`src/rtl/program_loader.sv`:
```
// program_loader: host-side writer for the 9-bit core's instruction memory.
// Receives a framed byte stream (HEADER, LEN, LEN x {LO, HI}, CSUM), packs each
// byte pair into one instruction and writes them from address 0 upward. If the
// checksum matches, it pulses start to the core and waits for core_done.
//
// Ports:
//   clk, reset       clock (rising edge), asynchronous active-low reset
//   in_valid/in_data host byte stream; in_ready is the registered accept flag
//   imem_wen/addr/wdata  instruction memory write port (one-cycle write strobe)
//   start            one-cycle start pulse to the core
//   core_done        core completion level
//   busy             high whenever the loader is not idle
//   load_ok          sticky checksum-match flag
//   err              sticky error code: 01 checksum, 10 bad pad bits, 11 zero length
module program_loader #(
  parameter int unsigned ADDR_W  = 8,
  parameter int unsigned INSTR_W = 9,
  parameter logic [7:0]  HEADER  = 8'hA5
) (
  input  logic               clk,
  input  logic               reset,
  input  logic               in_valid,
  input  logic [7:0]         in_data,
  output logic               in_ready,
  output logic               imem_wen,
  output logic [ADDR_W-1:0]  imem_addr,
  output logic [INSTR_W-1:0] imem_wdata,
  output logic               start,
  input  logic               core_done,
  output logic               busy,
  output logic               load_ok,
  output logic [1:0]         err
);

  typedef enum logic [2:0] {
    S_IDLE,
    S_LEN,
    S_LO,
    S_HI,
    S_CSUM,
    S_START,
    S_RUN
  } state_t;

  state_t     state;
  state_t     state_d;
  logic [7:0] len_q;
  logic [7:0] idx_q;
  logic [7:0] lo_q;
  logic [7:0] csum_q;
  logic       run_armed_q;

  logic       acc;
  logic       pad_ok;
  logic       last_pair;

  assign acc       = in_valid && in_ready;
  assign pad_ok    = (in_data[7:1] == 7'd0);
  assign last_pair = ((idx_q + 8'd1) == len_q);

  // Next-state decode; only accepted bytes advance the byte-consuming states.
  always_comb begin
    state_d = state;
    case (state)
      S_IDLE:  if (acc && (in_data == HEADER)) state_d = S_LEN;
      S_LEN:   if (acc) state_d = (in_data == 8'd0) ? S_IDLE : S_LO;
      S_LO:    if (acc) state_d = S_HI;
      S_HI:    if (acc) state_d = !pad_ok ? S_IDLE : (last_pair ? S_CSUM : S_LO);
      S_CSUM:  if (acc) state_d = (in_data == csum_q) ? S_START : S_IDLE;
      S_START: state_d = S_RUN;
      // run_armed_q masks a done level left over from a previous run.
      S_RUN:   if (run_armed_q && core_done) state_d = S_IDLE;
      default: state_d = S_IDLE;
    endcase
  end

  // State, datapath and all registered outputs.
  always_ff @(posedge clk or negedge reset) begin
    if (!reset) begin
      state       <= S_IDLE;
      in_ready    <= 1'b0;
      imem_wen    <= 1'b0;
      imem_addr   <= '0;
      imem_wdata  <= '0;
      start       <= 1'b0;
      busy        <= 1'b0;
      load_ok     <= 1'b0;
      err         <= 2'b00;
      len_q       <= 8'd0;
      idx_q       <= 8'd0;
      lo_q        <= 8'd0;
      csum_q      <= 8'd0;
      run_armed_q <= 1'b0;
    end else begin
      state       <= state_d;
      // Outputs follow the state being entered so they line up with it.
      in_ready    <= (state_d != S_START) && (state_d != S_RUN);
      busy        <= (state_d != S_IDLE);
      start       <= (state_d == S_START);
      imem_wen    <= 1'b0;
      run_armed_q <= (state == S_RUN);
      if (acc) begin
        case (state)
          S_IDLE: begin
            if (in_data == HEADER) begin
              err     <= 2'b00;
              load_ok <= 1'b0;
            end
          end
          S_LEN: begin
            if (in_data == 8'd0) begin
              err <= 2'b11;
            end else begin
              len_q  <= in_data;
              csum_q <= in_data;
              idx_q  <= 8'd0;
            end
          end
          S_LO: begin
            lo_q   <= in_data;
            csum_q <= csum_q ^ in_data;
          end
          S_HI: begin
            if (!pad_ok) begin
              err <= 2'b10;
            end else begin
              imem_wen   <= 1'b1;
              imem_addr  <= ADDR_W'(idx_q);
              imem_wdata <= INSTR_W'({in_data[0], lo_q});
              csum_q     <= csum_q ^ in_data;
              idx_q      <= idx_q + 8'd1;
            end
          end
          S_CSUM: begin
            if (in_data == csum_q) load_ok <= 1'b1;
            else                   err     <= 2'b01;
          end
          default: ;
        endcase
      end
    end
  end

endmodule
```
`config.mk`:
```
export PLATFORM = sky130hd
export DESIGN_NAME = program_loader
export DESIGN_NICKNAME = d
export VERILOG_FILES = /design/src/rtl/program_loader.sv
export SDC_FILE = /design/constraint.sdc
export NUM_CORES = 1
export LEC_CHECK = 0
export CORE_UTILIZATION = 50
export CTS_CLUSTER_DIAMETER = 50
export DETAILED_ROUTE_END_ITERATION = 10
export GPL_ROUTABILITY_DRIVEN = 1
export PLACE_DENSITY = 0.8
export SLEW_MARGIN = 20
export SYNTH_ARGS = -nofsm -noshare
export SYNTH_HDL_FRONTEND = slang
export SYNTH_SLANG_ARGS = --single-unit
```
`constraint.sdc`:
```
create_clock -name clk -period 1.75 [get_ports clk]
set_input_delay 0.2625 -clock clk [delete_from_list [all_inputs] [get_ports clk]]
set_output_delay 0.2625 -clock clk [all_outputs]
set_load 0.05 [all_outputs]
```
After elaboration in Yosys (flattened, before gate mapping)
Index checks and enable logic that the tools add are counted.
{ "word_totals": {"regBits": 60, "in_bits": 12, "output_inout_bits": 24, "word_cells": 83} }
{ "op_classes": {"addsub": 1, "eq_ne": 19, "muxes": 28, "n_bitwise": 2, "n_reduce_logical": 19} }
{ "op_table": {"columns": ["op", "count"], "rows": [
  ["2-to-1 mux 8 bit", 4],
  ["2-to-1 mux 3 bit", 9],
  ["case mux 8 bit (3 select lines)", 1],
  ["case mux 3 bit (7 select lines)", 1],
  ["== test 8 bit", 2],
  ["case mux 8 bit (2 select lines)", 1],
  ["inequality test 2 bit, second input constant", 7],
  ["== test 3 bit, second input constant", 4],
  ["AND reduction 4 bit", 3],
  ["2-to-1 mux 2 bit", 5],
  ["adder 8 x 1 -> 8 bit, second input constant", 1],
  ["== test 8 bit, second input constant", 1],
  ["zero test 8 bit", 1],
  ["case mux 2 bit (4 select lines)", 1],
  ["XOR 8 bit", 1],
  ["zero test 7 bit", 1],
  ["== test 3 x 2 -> 1 bit, second input constant", 2],
  ["inequality test 3 bit, second input constant", 2],
  ["AND reduction 3 bit", 2],
  ["AND reduction 6 bit", 1],
  ["nonzero test 3 bit", 2],
  ["2-to-1 mux 1 bit", 5],
  ["logical AND 1 bit", 4],
  ["nonzero test 2 bit", 2],
  ["other kinds (6)", 6]
]} }

Depth between registers and ports, before layout
{ "depth": {"ltp_word": 8, "ltp_mapped": 8, "depth_no_buf": 6} }

Worst setup path before layout
OpenSTA, ideal clock, no wires.
{ "synth_path": {"path_kind": "in2reg", "from": "input port in_data[3]", "to": "register err[0]", "setup_ps": 125, "arrival_time_ps": 1843, "t_required_ps": 1625, "slack_ps": -218, "path_stages": 6, "path_buffers": 1, "cell_sequence": "buf_2 -> or4_4 -> or3_1 -> a21oi_2 -> o21ai_2 -> mux2_4"} }
{ "synth_between": {"elab_chain_cells": 3, "elab_cells_between_ends": 9, "classes_between": "eq/ne (6); reduce/logical (3)"} }
{ "synth_rtl": {"columns": ["element", "line", "text"], "rows": [
  ["start: declaration", "23", "input logic [7:0] in_data,"],
  ["== test 8 bit (tied with other cells)", "135", "if (in_data == csum_q) load_ok <= 1'b1;"],
  ["inequality test 2 bit (no line)", null, null],
  ["AND reduction 6 bit (no line) *", null, null],
  ["end signal: assignment", "112", "err <= 2'b11;"],
  ["end signal: assignment", "125", "err <= 2'b10;"],
  ["end signal: assignment", "136", "else err <= 2'b01;"],
  ["end: declaration", "32", "output logic [1:0] err"]
]} }
Every way passes the cells marked *; elsewhere a longest branch is shown, timed or not.
A chain may end at the register's enable or synchronous reset.

Worst setup path in the final report
{ "layout_path": {"from": "register idx_q[1]", "to": "register state[1]"} }
{ "layout_between": {"elab_chain_cells": 6} }
{ "layout_rtl": {"columns": ["element", "line", "text"], "rows": [
  ["start: declaration", "48", "logic [7:0] idx_q;"],
  ["start signal: assignment", "131", "idx_q <= idx_q + 8'd1;"],
  ["adder 8 x 1 -> 8 bit", "59", "assign last_pair = ((idx_q + 8'd1) == len_q);"],
  ["== test 8 bit", "59", null],
  ["2-to-1 mux 3 bit (3 in series)", "68", "S_HI: if (acc) state_d = !pad_ok ? S_IDLE : (last_pair ? S_CSUM : S_LO);"],
  ["case mux 3 bit (7 select lines)", "64", "case (state)"],
  ["net state_d[1]", "46", "state_t state_d;"],
  ["end signal: assignment", "95", "state <= state_d;"],
  ["end: declaration", "45", "state_t state;"]
]} }
The timed path passes the listed nets, and every way through them passes these cells.

==> impl_metrics.yaml <==
pwr:
  peakVddDrop_mv: 0.8632
  power_mw: 5.863
  p_int_mw: 3.570
  p_leak_nw: 2.086
  powerDensity_nw_per_um2: 1321
  swShare_pct: 39.11
  clockPowerShare_pct: 22.1
  sequentialPowerShare_pct: 35.3
  p_switching_mw: 2.293
  comb_power_share_pct: 42.6
job:
  drv_cap: 0
sta:
  fmax_ghz: 0.5438
  slew_violations: 0
  rsz0062_at_grt: "yes"
  hold_viol: 0
  fin_crit_ns: 1.839
  setup_violations: 6
  whs_ns: 0.3379
  fin_tns_setup_ns: -0.3569
  period_share_pct: 105.1
  relSlewSlack_pct: 63.39
  fin_ws_ns: -0.08887
  max_slew.worst_pin.slew_ns: 0.5446
  finalClockSkew_ns: 0.005518
synth:
  ys_seq_area_share_pct: 48.25
  synth.distinct_cells: 51
  ys_top_cells_by_area: "dfrtp_1 48%, nand2_1 7.6%, mux2_2 5.8%"
  ys.flop_type: "dfrtp_1"
  synth_top_area_share_pct: 48.25
  ys_ff_latch: 60
  synth_area_sq_um: 3112
  async_reset_ff_share_pct: 100.0
  avgSynthCellArea_sq_um: 9.545
  synthCells: 326
  synth_fp_nets: 339
  synth-edff-count: 0
  synth_top_cell_by_area: "dfrtp_1"
  yosys_warnings: 0
cells_and_area:
  layout_commonest_cell: "buf_4"
  seqCellArea_sq_um: 1510
  syn2layout_area_growth_pct: 42.66
  nets: 445
  multi_input_area_sq_um: 1685
  layout_common_cells: "102 x buf_4, 63 x nand2_1, 53 x dfrtp_1"
  layoutNonFillerInstCount: 512
  layout-drive-gt1-share_pct: 43.02
  diodes: 0
  nFillCells: 403
floorplanning:
  die_w_um: 80.89
  rows: 28
  fp.dieArea_sq_um: 6543
  top_level_ports: 36
  die_h_um: 80.89
  core-area_sq_um: 5956
  initial_core_util_pct: 52.25
critical_path:
  path_buf_inv: 0
  arrival_ns: 2.08
  slowest_delay_ns: 0.45
  critPathKind: "reg -> reg"
  crit_fanout: 4
  critPathCaptureType: "flip-flop"
  cp.required_ns: 1.99
  crit_chain: "ha_4, xor2_1, nor3_2, nor3b_2, a31oi_2, or2_4"
  cp_slowest_cell: "dfrtp_2"
  crit_family: "simple AND/OR/NAND/NOR gates"
  worst_setup_path_start_kind: "flip-flop"
run_status:
  status: "finished, violations left"
  violations: "setup timing"
worst_hold_path:
  min_path_type: "in -> reg"
place:
  portBuffers: 35
  pre_cts_ws_ns: -0.6906
  dp.cells: 476
  gp_congestion: 0.8527
  dp_hpwl_um: 5618
detailed_routing:
  dr_total_vias: 3066
  first_pass_iters: 5
  drt_iter0_drc: 268
  vias_per_cell: 5.988
  finalWirelength_um: 10000
  wire_per_inst_um: 19.53
  ant_nets: 0
  drc: 0
clock_tree:
  clk_latency_ns: 0.36
  cts_tree: "yes"
  ctsRootBufferMaster: "clkbuf_8"
  cts_buffers: 9
  clk_pin_slew_ns: 0.07
  clkSinkCount: 60
  htreeDepth: 3
  clockBufferDepth: 2
global_routing:
  grt_pass1_wl_um: 13810
  grt.overflow.total: 0
  grt_antenna_before_repair: 0
  grt_usage_pct: 28.35
  grt_pass1_vias: 2875
  grt_max_degree: 61
[metal layers]
layer	GRT usage [%]	up-vias	part of all wire [%]
met5	0	-	0
met4	15.36	0	4.9
met3	6.067	43	5.5
met2	46.97	164	50
met1	34.37	1507	40
li1	-	1352	-
[stage by stage]
step / utilization [%] / cell area, sq um
floorplan: - / 3149
global placement: 65.42 / 3896
detailed placement: 65.42 / 3896
CTS: 71.18 / 4239
global route: 74.54 / 4439
finish: 74.54 / 4439
[power by group through the flow]
stage / Sequential (mW) / Clock [mW] / Combinational [mW]
floorplan: 2.11 / 0 / 1.18
global placement: 2.03 / 0 / 1.76
detailed placement: 2.06 / 0 / 1.85
CTS: 2.04 / 1.29 / 2.08
global route: 2.11 / 1.37 / 2.62
finish: 2.07 / 1.30 / 2.50
[what timing repair did]
| action | 4_1_cts | 5_1_grt |
|---|---|---|
| resized for setup | 40 | 31 |
| pin swaps | 21 | 16 |
| setup endpoints to repair | 46 | 45 |
| hold endpoints to repair | 60 | 0 |
| buffers inserted | 7 | 11 |
| gates cloned | 1 | 0 |
| hold buffers | 1 | 0 |
[state kept, by name (all words and copies together), names as in the netlist]
signal and flops:
idx_q 8, len_q 8, run_armed_q 1, imem_addr 8, err 2, busy 1, csum_q 8, lo_q 8
load_ok 1, start 1, imem_wdata 9, state 3, in_ready 1, imem_wen 1
[worst register-to-register path, cell delays in order (launching register included)]
cell and delay [ns]:
dfrtp_2 0.45, ha_4 0.26, xor2_1 0.16, nor3_2 0.24, nor3b_2 0.23, a31oi_2 0.13, or2_4 0.25
[final cells by class]
| type | instances | area share [%] |
|---|---|---|
| multi-input combinational | 233 | 37.97 |
| sequential | 60 | 34.02 |
| timing repair buffer | 117 | 20.38 |
| clock buffer | 9 | 2.790 |
| tap | 75 | 2.114 |
| clock inverter | 7 | 1.719 |
| inverter | 11 | 1.015 |
[final timing paths]
check                            from       endpoint  slack [ns]  depth (start not counted)
min                        in_data[3]       len_q[3]        0.34                          3
min in group asynchronous       reset         err[0]        0.44                          3
max in group asynchronous       reset      csum_q[7]        1.01                          3
max reg2reg                  idx_q[1]       state[1]       -0.09                          6
max                          idx_q[1]       state[1]       -0.09                          6
min reg2reg                   lo_q[2]  imem_wdata[2]        0.47                          2
[cells by family (layout without fill, tap and decap cells)]
logic type,Yosys count,count (layout),share of synthesized area [%]
mux,18,18,6.755
flops,60,60,48.25
compound gates,57,58,12.99
buf+inv,34,144,4.785
simple gates,139,139,21.55
fa+ha+maj,1,1,0.4020
xor+xnor,17,17,5.267
[Yosys cell counts (all sizes together), types with 2 or more instances]
| library cell | n |
|---|---|
| a31oi | 5 |
| o311ai | 8 |
| xnor2 | 4 |
| o41ai | 3 |
| and3 | 4 |
| nand3 | 14 |
| o21ai | 21 |
| buf | 9 |
| dfrtp | 60 |
| o21a | 2 |
| and2 | 2 |
| nor4 | 7 |
| clkbuf | 14 |
| inv | 11 |
| mux2 | 18 |
| nor2 | 21 |
| nand2 | 63 |
| a211oi | 2 |
| nand4 | 5 |
| nand2b | 5 |
| a21oi | 9 |
| nand3b | 3 |
| xor2 | 12 |
| nor3b | 2 |
| nor3 | 6 |
No activity file was read; power rests on OpenSTA's default activity.
